**src/rtl/alu_serial.sv**
```systemverilog
// Digit-serial ALU: WIDTH-bit operands processed DIGIT bits per clock, LSB first,
// through one shared carry chain. start/busy/done handshake; result and status
// flags are registered and hold between completions.
module alu_serial #(
  parameter int WIDTH = 16,
  parameter int DIGIT = 1
) (
  input  logic             clk,
  input  logic             rst_n,
  input  logic             start,
  input  logic [2:0]       ALUop,
  input  logic [WIDTH-1:0] a,
  input  logic [WIDTH-1:0] b,
  input  logic             c_in,
  output logic             busy,
  output logic             done,
  output logic [WIDTH-1:0] result,
  output logic             c_out,
  output logic             zero,
  output logic             neg,
  output logic             ovf
);

  localparam int N  = WIDTH / DIGIT;
  localparam int CW = (N > 1) ? $clog2(N) : 1;
  localparam int unsigned TOP = DIGIT - 1;

  // Operand width must split into whole digits.
  if (WIDTH % DIGIT != 0) begin : g_bad_digit
    $error("alu_serial: WIDTH must be a multiple of DIGIT");
  end

  typedef enum logic [0:0] {IDLE, RUN} state_t;

  typedef enum logic [2:0] {
    OP_MOV = 3'd0,
    OP_NOT = 3'd1,
    OP_ADD = 3'd2,
    OP_SUB = 3'd3,
    OP_OR  = 3'd4,
    OP_AND = 3'd5,
    OP_XOR = 3'd6,
    OP_RSV = 3'd7
  } op_t;

  state_t           state;
  op_t              op_r;
  logic [WIDTH-1:0] a_sr;
  logic [WIDTH-1:0] b_sr;
  logic [WIDTH-1:0] acc;
  logic             carry_r;
  logic [CW-1:0]    cnt;

  logic [DIGIT-1:0]       dig_res;
  logic                   carry_nx;
  logic                   c_msb;
  logic [WIDTH+DIGIT-1:0] acc_cat;
  logic [WIDTH-1:0]       acc_nx;
  logic                   is_arith;
  logic                   last;

  assign is_arith = (op_r == OP_ADD) || (op_r == OP_SUB);
  assign last     = (cnt == CW'(N - 1));

  // One digit through the shared carry chain; c_msb captures the carry into the
  // top bit of the digit, which on the final digit is the carry into the MSB.
  always_comb begin : digit_calc
    logic c;
    logic ai;
    logic bi;
    dig_res = '0;
    c_msb   = 1'b0;
    c       = carry_r;
    for (int unsigned i = 0; i < DIGIT; i++) begin
      ai = a_sr[i];
      bi = b_sr[i];
      if (i == TOP) c_msb = c;
      unique case (op_r)
        OP_MOV: dig_res[i] = ai;
        OP_NOT: dig_res[i] = ~ai;
        OP_ADD: begin
          dig_res[i] = ai ^ bi ^ c;
          c          = (ai & bi) | (c & (ai ^ bi));
        end
        OP_SUB: begin
          dig_res[i] = ai ^ ~bi ^ c;
          c          = (ai & ~bi) | (c & (ai ^ ~bi));
        end
        OP_OR:  dig_res[i] = ai | bi;
        OP_AND: dig_res[i] = ai & bi;
        OP_XOR: dig_res[i] = ai ^ bi;
        default: begin
          dig_res[i] = 1'b0;
          c          = 1'b0;
        end
      endcase
    end
    carry_nx = c;
  end

  // New digit enters at the MSB end; written as a shift of the concatenation so
  // DIGIT == WIDTH needs no special case.
  always_comb begin
    acc_cat = {dig_res, acc} >> DIGIT;
    acc_nx  = acc_cat[WIDTH-1:0];
  end

  // Control FSM with registered handshake, shift registers and result/flags.
  always_ff @(posedge clk or negedge rst_n) begin
    if (!rst_n) begin
      state   <= IDLE;
      op_r    <= OP_MOV;
      a_sr    <= '0;
      b_sr    <= '0;
      acc     <= '0;
      carry_r <= 1'b0;
      cnt     <= '0;
      busy    <= 1'b0;
      done    <= 1'b0;
      result  <= '0;
      c_out   <= 1'b0;
      zero    <= 1'b0;
      neg     <= 1'b0;
      ovf     <= 1'b0;
    end else begin
      done <= 1'b0;
      unique case (state)
        IDLE: begin
          if (start) begin
            op_r    <= op_t'(ALUop);
            a_sr    <= a;
            b_sr    <= b;
            carry_r <= ((ALUop == OP_ADD) || (ALUop == OP_SUB)) ? c_in : 1'b0;
            cnt     <= '0;
            busy    <= 1'b1;
            state   <= RUN;
          end
        end
        RUN: begin
          a_sr    <= a_sr >> DIGIT;
          b_sr    <= b_sr >> DIGIT;
          acc     <= acc_nx;
          carry_r <= carry_nx;
          cnt     <= cnt + CW'(1);
          if (last) begin
            state  <= IDLE;
            busy   <= 1'b0;
            done   <= 1'b1;
            result <= acc_nx;
            zero   <= (acc_nx == '0);
            neg    <= acc_nx[WIDTH-1];
            c_out  <= is_arith & carry_nx;
            ovf    <= is_arith & (c_msb ^ carry_nx);
          end
        end
        default: state <= IDLE;
      endcase
    end
  end

endmodule

```
**config.mk**
```make
export PLATFORM = sky130hd
export DESIGN_NAME = alu_serial
export DESIGN_NICKNAME = d
export VERILOG_FILES = /design/src/rtl/alu_serial.sv
export SDC_FILE = /design/constraint.sdc
export NUM_CORES = 1
export LEC_CHECK = 0
export ABC_AREA = 1
export CAP_MARGIN = 20
export CELL_PAD_IN_SITES_DETAIL_PLACEMENT = 1
export CELL_PAD_IN_SITES_GLOBAL_PLACEMENT = 2
export CORE_ASPECT_RATIO = 2
export CORE_UTILIZATION = 33
export CTS_CLUSTER_SIZE = 30
export DETAILED_ROUTE_END_ITERATION = 6
export PLACE_DENSITY_LB_ADDON = 0.1
export SYNTH_ARGS = -nofsm -noshare
export SYNTH_HDL_FRONTEND = slang
export SYNTH_SLANG_ARGS = --single-unit
```
**constraint.sdc**
```tcl
create_clock -name clk -period 2.7 [get_ports clk]
set_input_delay 0.81 -clock clk [delete_from_list [all_inputs] [get_ports clk]]
set_output_delay 0.81 -clock clk [all_outputs]
set_load 0.05 [all_outputs]
```
# --- Word-level counts from Yosys, hierarchy flattened ---
# Index checks and enable logic that the tools add are counted.
word_totals:
  out_inout_bits: 22
  word_cells: 70
  inputBits: 39
  reg_bits: 79
classes:
  eq_ne: 11
  bitwise_logic: 17
  n_reduce_logical: 8
  mux: 19
  add_sub_neg: 1
ops:
  columns: ["operator", "count"]
  rows:
  - ["16-bit one-hot mux with 2 select lines", 2]
  - ["16-bit two-way mux", 2]
  - ["16-bit logical NOT", 1]
  - ["3-bit by 2-bit == test with 1-bit output, second input constant", 4]
  - ["3-bit == test, second input constant", 3]
  - ["1-bit two-way mux", 8]
  - ["4-bit one-hot mux with 2 select lines", 1]
  - ["1-bit one-hot mux with 7 select lines", 1]
  - ["1-bit bitwise AND", 6]
  - ["1-bit one-hot mux with 2 select lines", 3]
  - ["2-bit AND reduction", 3]
  - ["5-bit OR reduction", 1]
  - ["1-bit bitwise XOR", 5]
  - ["4-bit by 1-bit adder with 4-bit output, second input constant", 1]
  - ["4-bit == test, second input constant", 1]
  - ["4-bit two-way mux", 1]
  - ["3-bit by 1-bit == test with 1-bit output, second input constant", 1]
  - ["3-bit logical NOT", 1]
  - ["1-bit NOT", 3]
  - ["1-bit OR", 3]
  - ["1-bit one-hot mux with 3 select lines", 1]
  - ["1-bit logical OR", 2]
  - ["2-bit by 1-bit != test with 1-bit output, second input constant", 1]
  - ["2-bit != test, second input constant", 1]

# --- Logic depth before layout (Yosys ltp) ---
logic_depth:
  depth_word: 7
  depth_mapped: 11
  mapped_depth_nobuf: 11

# --- Worst setup path after synthesis ---
# Ideal clock, no wire load.
synth_path:
  path_kind: "register to output"
  from: "register result[15]"
  to: "output port result[15]"
  arrival_ns: 0.904
  required_time_ns: 1.890
  stages_incl_launch_ff: 2
  n_path_buf: 1
  setup_slack_ns: 0.986
  path_cell_list: "dfrtp_1 buf_4"
synth_lines:
  columns: ["item", "line", "source"]
  rows:
  - ["start: declaration", "17", "output logic [WIDTH-1:0] result,"]
  - ["start signal: assignment", "149", "result <= acc_nx;"]
# No word-level cell between the ends.

# --- Worst setup path after layout ---
layout_path:
  from: "register busy"
  to: "output port busy"
layout_lines:
  columns: ["item", "line", "source"]
  rows:
  - ["start: declaration", "15", "output logic busy,"]
  - ["start signal: assignment", "118", "busy <= 1'b0;"]
  - ["start signal: assignment", "135", "busy <= 1'b1;"]
  - ["start signal: assignment", "147", "busy <= 1'b0;"]
# No word-level cell between the ends.

==> impl_metrics.ini <==
[logic_synthesis]
synth_cell_type_count = 23
yosys.cell_count.top_type = nand2_1
synth-edff-count = 0
yosysWarnings = 0
avgSynthCellArea_um2 = 8.510
synthFlopType = dfrtp_1
syn-cell-area_um2 = 3387
ys_ff_latch = 77
synthTopCellsByCount = nand2_1 (170), dfrtp_1 (77), nand3_1 (39)
synth_top_cell_by_area = dfrtp_1
seq_area_frac_synth = 0.5689
syn_inst = 398
synth_top_area_frac = 0.5689
synth_nets = 441
synth_top_cells_by_area = dfrtp_1 (57%), nand2_1 (19%), nand3_1 (5.8%)
postSynth.asyncResetShare = 1.000

[place]
io_buffers = 60
pre_cts_ws_ns = 0.5348
gp_congestion = 0.7442
dp_hpwl_mm = 6.114

[final_layout]
drive_above_1_share = 0.07158
fillerInstances = 1245
area_growth_pct = 28.52
num-nets-final = 500
antenna_cells = 0

[critical_path]
worst_ep_arrival_time_ns = 1.50
crit_path_max_incr_delay_ns = 0.81
end_kind = primary output
crit_start = busy$_DFFE_PN0P_
worst_setup_path_start_kind = flip-flop
worstPathCellList = clkdlybuf4s50_1
crit_required_ns = 1.89
r2r_setup_slack_ns = 0.96
path_max_fanout = 2
crit_cells = 1
timing.rr.end = ovf$_DFFE_PN0P_
crit_type = reg2out
critPathTopFamily = buffers and inverters
crit_buf_inv = 1
reg2regPathDepth = 6
rr_startpoint = state$_DFF_PN0_
slowest_stage = clkdlybuf4s50_1

[timing]
fin_skew_ns = 0.005621
max_freq_ghz = 0.4335
setup_tns_ns = 0
finalSetupViolCount = 0
slew_viol_final = 0
slew-limit-headroom = 0.6637
worst_pin_slew_ns = 0.5029
hold_viol = 0
fin_crit_ns = 2.307
rsz0062_at_grt = no
fin_crit_sh = 0.8543
setup_ws_ns = 0.3933

[drt]
vias_per_cell = 4.681
post_drt_wl_per_cell_um = 13.82
vias = 2790
antenna_left = 0
wl_mm = 8.237
drc_errors = 0
dr.pass1.iters = 4
first_iter_violations = 82

[floorplanning]
die_h_um = 145.3
die_x_um = 73.64
coreArea_um2 = 10020
rows = 52
ioPinCount = 61
die-area_um2 = 10700
start_util = 0.3380

[status]
run_status = finished clean

[min_path]
hold_class = in2async

[global_routing]
grt_pass1_wl_mm = 14.28
grt_max_degree = 40
antenna_found_initial = 0
gr-total-overflow = 0
track_usage = 0.1760
grt_pass1_vias = 3113

[clock_network]
hold_buffers = 0
cts_tree = done
cts_max_level = 3
cts_buffer_depth = 2
cts_setup_buffers = 0
clock_latency_ns = 0.33
cts.sinks = 77
clk_pin_slew_ns = 0.05
cts_buffers = 9
cts-resized-gates = 0
root_buffer = clkbuf_16

[power_and_ir_drop]
p_leak_nw = 2.065
powerDensity_nw_per_um2 = 1155
ir_drop_v = 0.0004739

[flow_run]
maxCapViolCount = 0
==> per-layer routing <==
layer	wire length [um]	track usage
met5	0	0
met4	165	0.07404
met3	195	0.03750
met2	4649	0.3188
met1	3226	0.1883
==> power breakdown <==
part | total (mW) | leakage [nW] | switching [mW] | internal (mW)
Sequential | 1.97 | 0.998 | 0.348 | 1.62
Combinational | 1.97 | 0.940 | 1.27 | 0.701
Clock | 1.09 | 0.127 | 0.455 | 0.639
Total | 5.03 | 2.07 | 2.07 | 2.96
==> area by class of cell <==
cell class | instances | area [um2] | share of cell area
inverter | 27 | 101.3 | 0.02328
clock inverter | 4 | 25.02 | 0.005749
timing repair buffer | 67 | 663.1 | 0.1523
sequential | 77 | 1928 | 0.4429
clock buffer | 11 | 242.7 | 0.05576
tap | 135 | 168.9 | 0.03880
multi-input combinational | 275 | 1224 | 0.2811
==> how the worst max path moves through the flow <==
stage | end
floorplan | result[15]
global placement | a_sr[14]$_DFFE_PN0P_
detailed placement | a_sr[14]$_DFFE_PN0P_
CTS | busy
global route | result[12]
finish | busy
==> per-stage QoR <==
| step | power [mW] | cell area [um2] | std cells | hold slack, ns | util |
|---|---|---|---|---|---|
| detailed placement | 3.998 | 4085 | 581 | 0.4588 | 0.4077 |
| CTS | 5.118 | 4353 | 596 | 0.4342 | 0.4344 |
| global placement | 3.922 | 4085 | 581 | 0.4565 | 0.4077 |
| global route | 5.414 | 4353 | 596 | 0.4507 | 0.4344 |
| finish | 5.026 | 4353 | 596 | 0.4206 | 0.4344 |
| floorplan | 3.331 | 3387 | 398 | 0.4530 | - |
==> registers in the layout (all words and copies together), names as in the netlist <==
name    flops
result     16
acc        15
zero        1
ovf         1
done        1
c_out       1
a_sr       16
b_sr       16
c_msb       1
state       1
op_r        3
busy        1
cnt         4
==> placed cells by master (no fill, tap or decap) <==
cell type | Yosys | routed
a22o_1 | 2 | 2
a22oi_1 | 1 | 1
a31oi_1 | 1 | 1
buf_12 | 0 | 1
buf_4 | 1 | 7
clkbuf_1 | 5 | 1
clkbuf_16 | 0 | 9
clkbuf_8 | 0 | 1
clkdlybuf4s50_1 | 0 | 59
clkinv_2 | 0 | 2
clkinvlp_4 | 0 | 2
dfrtp_1 | 77 | 76
dfrtp_2 | 0 | 1
ha_1 | 4 | 4
inv_1 | 24 | 24
inv_2 | 3 | 3
nand2_1 | 170 | 170
nand2_2 | 2 | 2
nand3_1 | 39 | 39
nand3b_1 | 1 | 1
nand4_1 | 3 | 3
nor2_1 | 15 | 15
nor2_2 | 2 | 2
nor2_4 | 1 | 1
o211ai_1 | 4 | 4
o21a_1 | 1 | 1
o21ai_0 | 27 | 27
o21ai_2 | 2 | 2
==> kinds of logic after synthesis <==
kind of cell               after synthesis  synth area share
and+or+nand+nor                        233            0.2811
AOI/OAI and AO/OA                       38           0.06539
buffers and inverters                   46           0.06982
DFF                                     77            0.5689
adders and majority gates                4           0.01478
Note: power is estimated with default switching activity, not from simulation.
